**src/rtl/single_vector_serializer.sv**
```systemverilog
// ============================================================================
// Module      : single_vector_serializer
// Description : Buffers whole vectors of 32-bit words in a DEPTH-entry FIFO
//               and streams them out one word per beat under ready/valid.
// Revision    : 1.0
// ============================================================================
`default_nettype none

module single_vector_serializer #(
  parameter int WIDTH = 5,
  parameter int DEPTH = 2
) (
  input  logic                                        clk,
  input  logic                                        rst,
  input  logic                                        in_valid,
  input  logic [31:0]                                 vector_a [WIDTH],
  output logic [31:0]                                 out_data,
  output logic                                        out_valid,
  input  logic                                        out_ready,
  output logic [((WIDTH > 1) ? $clog2(WIDTH) : 1)-1:0] out_index,
  output logic                                        out_last,
  output logic                                        full,
  output logic                                        overflow
);

  localparam int c_iw = (WIDTH > 1) ? $clog2(WIDTH) : 1;
  localparam int c_pw = (DEPTH > 1) ? $clog2(DEPTH) : 1;
  localparam int c_cw = $clog2(DEPTH + 1);

  typedef enum logic [0:0] {
    S_IDLE   = 1'b0,
    S_STREAM = 1'b1
  } state_t;

  state_t            r_state;
  state_t            w_state_nxt;
  logic [31:0]       r_mem [DEPTH][WIDTH];
  logic [c_pw-1:0]   r_wr_ptr;
  logic [c_pw-1:0]   r_rd_ptr;
  logic [c_cw-1:0]   r_count;
  logic [c_iw-1:0]   r_index;
  logic              r_full;
  logic              r_overflow;

  logic              w_xfer;
  logic              w_last_xfer;
  logic              w_wr;
  logic              w_at_last;
  logic [c_cw-1:0]   w_count_nxt;

  assign out_valid   = (r_state == S_STREAM);
  assign w_at_last   = (r_index == c_iw'(WIDTH - 1));
  assign w_xfer      = out_valid && out_ready;
  assign w_last_xfer = w_xfer && w_at_last;
  // A full FIFO can still take a vector when the head is retiring this cycle.
  assign w_wr        = in_valid && ((r_count < c_cw'(DEPTH)) || w_last_xfer);

  assign out_data  = out_valid ? r_mem[r_rd_ptr][r_index] : 32'd0;
  assign out_index = r_index;
  assign out_last  = out_valid && w_at_last;
  assign full      = r_full;
  assign overflow  = r_overflow;

  always_comb begin
    w_count_nxt = r_count;
    case ({w_wr, w_last_xfer})
      2'b10:   w_count_nxt = r_count + c_cw'(1);
      2'b01:   w_count_nxt = r_count - c_cw'(1);
      default: w_count_nxt = r_count;
    endcase
  end

  always_comb begin
    w_state_nxt = r_state;
    case (r_state)
      S_IDLE:   if (w_wr) w_state_nxt = S_STREAM;
      S_STREAM: if (w_last_xfer && (r_count == c_cw'(1)) && !w_wr) w_state_nxt = S_IDLE;
      default:  w_state_nxt = S_IDLE;
    endcase
  end

  always_ff @(posedge clk) begin
    if (rst) begin
      r_state <= S_IDLE;
    end else begin
      r_state <= w_state_nxt;
    end
  end

  always_ff @(posedge clk) begin
    if (rst) begin
      r_wr_ptr   <= '0;
      r_rd_ptr   <= '0;
      r_count    <= '0;
      r_index    <= '0;
      r_full     <= 1'b0;
      r_overflow <= 1'b0;
    end else begin
      r_count <= w_count_nxt;
      r_full  <= (w_count_nxt == c_cw'(DEPTH));
      if (in_valid && !w_wr) begin
        r_overflow <= 1'b1;
      end
      if (w_wr) begin
        r_wr_ptr <= (r_wr_ptr == c_pw'(DEPTH - 1)) ? '0 : r_wr_ptr + c_pw'(1);
      end
      if (w_xfer) begin
        if (w_at_last) begin
          r_index  <= '0;
          r_rd_ptr <= (r_rd_ptr == c_pw'(DEPTH - 1)) ? '0 : r_rd_ptr + c_pw'(1);
        end else begin
          r_index <= r_index + c_iw'(1);
        end
      end
    end
  end

  // Payload storage carries no reset; validity is tracked by r_count alone.
  always_ff @(posedge clk) begin
    if (!rst && w_wr) begin
      for (int i = 0; i < WIDTH; i++) begin
        r_mem[r_wr_ptr][i] <= vector_a[i];
      end
    end
  end

endmodule

`default_nettype wire

```
**config.mk**
```make
export PLATFORM = sky130hd
export DESIGN_NAME = single_vector_serializer
export DESIGN_NICKNAME = d
export VERILOG_FILES = /design/src/rtl/single_vector_serializer.sv
export SDC_FILE = /design/constraint.sdc
export NUM_CORES = 1
export LEC_CHECK = 0
export ABC_AREA = 0
export CAP_MARGIN = 20
export CORE_UTILIZATION = 40
export DETAILED_ROUTE_END_ITERATION = 8
export MAX_ROUTING_LAYER = met4
export PLACE_DENSITY = 0.71
export SYNTH_ARGS = -nofsm -noshare
export SYNTH_HDL_FRONTEND = slang
export SYNTH_SLANG_ARGS = --single-unit
```
**constraint.sdc**
```tcl
create_clock -name clk -period 20.6 [get_ports clk]
set_input_delay 5.15 -clock clk [delete_from_list [all_inputs] [get_ports clk]]
set_output_delay 5.15 -clock clk [all_outputs]
set_load 0.005 [all_outputs]
```
==> results_dict.tcl <==
set metrics [dict create \
    synthCells 675 \
    layout-drive-gt1-share_pct 14.0 \
    finalCriticalPeriod_ns 8.78 \
    tns_ns 0 \
    postCtsSetupBuffers 0 \
    place_congestion 0.717 \
    yosysWarningCount 0 \
    start_util_pct 41.0 \
    hpwl_um 16400 \
    slowest_delay_ns 0.78 \
    path_cells "buf_4 -> mux4_1 -> o21ai_0 -> a21boi_0 -> clkdlybuf4s50_1" \
    cp_max_fo 54 \
    syn2layout_area_growth_pct 27.0 \
    fin_crit_sh_pct 42.6 \
    hold_class "reg -> reg" \
    portBuffers 202 \
    finalInstanceArea_mm2 0.0165 \
    placementRows 65 \
    critPathKind "reg -> out" \
    dp_slack_ns 12.29 \
    root_buffer "clkbuf_16" \
    clk_latency_ns 0.50 \
    postCtsHoldBufs 0 \
    drtPass1Iterations 4 \
    grt_pass1_wl_um 41700 \
    hold_violations 0 \
    rsz0062_at_grt "no" \
    ys_ff_latch 331 \
    ys_types 36 \
    ant_nets 0 \
    endpoint_kind "primary output" \
    setup-violations-final 0 \
    ys.flop_type "edfxtp_1" \
    vias 6879 \
    synthArstFlopShare_pct 0 \
    grt_max_degree 161 \
    cts_resized 0 \
    viasPerCell 5.12 \
    antenna_found_initial 2 \
    worst_pin_slew_ns 1.13 \
    cp_slowest_cell "buf_4" \
    ir_drop_mv 0.0490 \
    wirelength_um 28000 \
    yosys-top-cells-area "edfxtp_1 (74%), mux2i_1 (4.9%), mux4_2 (4.0%)" \
    layout_setup_ws_ns 11.82 \
    worst_hold_slack_ns 0.472 \
    synth_nets 844 \
    required_ns 15.45 \
    status "complete, no violations" \
    synth_area_leader_cell "edfxtp_1" \
    netlist_area_mm2 0.0130 \
    ios 203 \
    cts_buffers 36 \
    drt_iter0_markers 404 \
    power_density_mw_per_mm2 90.0 \
    final_common_cell "edfxtp_1" \
    cts_tree "done" \
    cts.sinks 331 \
    fp.dieArea_mm2 0.0333 \
    clkSlewWorstSetupHoldPaths_ns 0.06 \
    placed_area_mm2 0.0154 \
    netlist.area_leader.share_pct 73.7 \
    clock_skew_ns 0.0111 \
    slew_violations 0 \
    grt_util_all_layers_pct 17.3 \
    grt_pass1_vias 7268 \
    relSlewSlack_pct 24.6 \
    die_x_um 182 \
    fp.dieH_um 182 \
    start_kind "flop" \
    cp.arrival_ns 3.63 \
    htree_levels 2 \
    maxCapViolCount 0 \
    max_freq_mhz 114 \
    coreArea_mm2 0.0318 \
    grt_overflow 0 \
    synth-seq-area-share_pct 75.4 \
    final_cell_mix "edfxtp_1 (320), clkdlybuf4s50_1 (202), mux2i_1 (64)" \
    drc_errors 0 \
    synth_edf_count 320 \
    p_leak_uw 0.00511 \
    clk_path_buf_depth 3 \
    nets 1050 \
    avgSynthCellArea_um2 19.3 \
    post_drt_wl_per_cell_um 20.8 \
]
## state kept, by name (all words and copies together) (netlist names), named ones only
signal and count:
overflow 1, r_rd_ptr 1, out_index 3, full 1, r_count 2, r_wr_ptr 1
out_valid 1, r_mem 320
## path summary, 6_finish.rpt
path         cells after the start          from  slack, ns       endpoint
min                              2      overflow       0.47       overflow
min reg2reg                      2      overflow       0.47       overflow
max reg2reg                      8  out_index[0]      17.21  r_mem[1][153]
max                              5          flop      11.82   out_data[25]
## cells in the mapped netlist (all sizes together) (2+ instances only)
library cell,count
ha,5
a21boi,32
and3,2
xnor2,2
mux2,32
a221oi,32
mux2i,64
nor2b,2
edfxtp,320
buf,25
nor2,8
mux4,32
nand2,35
and2,2
a21oi,4
a211oi,2
o21ai,34
inv,5
clkbuf,17
nor3,3
dfxtp,11
## metrics by stage
step	utilization, %	instances	total power (uW)
CTS	52.0	1341	1510
detailed placement	48.5	1278	892
global placement	48.4	1277	888
global route	52.0	1343	1540
floorplan	-	675	838
finish	52.0	1343	1490
## cells by family after synthesis
logic type | share of synthesized area (%)
DFF | 75.4
muxes | 13.5
AOI/OAI and AO/OA | 6.06
and+or+nand+nor | 1.81
buffers and inverters | 2.53
adders and majority gates | 0.480
xor gates and xnor gates | 0.202
## final cells by class
class,instances,area [um^2]
well taps,435,544
multi-input cells,297,2890
diodes,2,5.00
fillers,2530,15200
inverters,5,18.8
flip-flops and latches,331,9840
clock buffers,46,960
repair buffers,210,2130
clock inverters,17,166
## critical path: cells and delay by family, from the launching register on
| family | cells | cell delay [ns] |
|---|---|---|
| AO/OA/AOI/OAI | 2 | 0.39 |
| flip-flops | 1 | 0.72 |
| buffers and inverters | 2 | 1.24 |
| multiplexers | 1 | 0.65 |
## where the power goes
| group | internal [uW] | total (uW) | switching, uW |
|---|---|---|---|
| sequential | 770 | 779 | 8.09 |
| combinational | 53.7 | 97.8 | 44.1 |
| clock | 367 | 614 | 246 |
## metal layers
metal | wire (um) | vias to the layer above | share of wire, % | track usage, %
met5 | 0 | - | 0 | -
met4 | 382 | 0 | 1.4 | 4.24
met3 | 1610 | 32 | 5.7 | 3.55
met2 | 14000 | 215 | 50 | 28.2
met1 | 11900 | 3480 | 43 | 22.3
li1 | - | 3152 | - | -
Power figures use the tool's default switching activity.
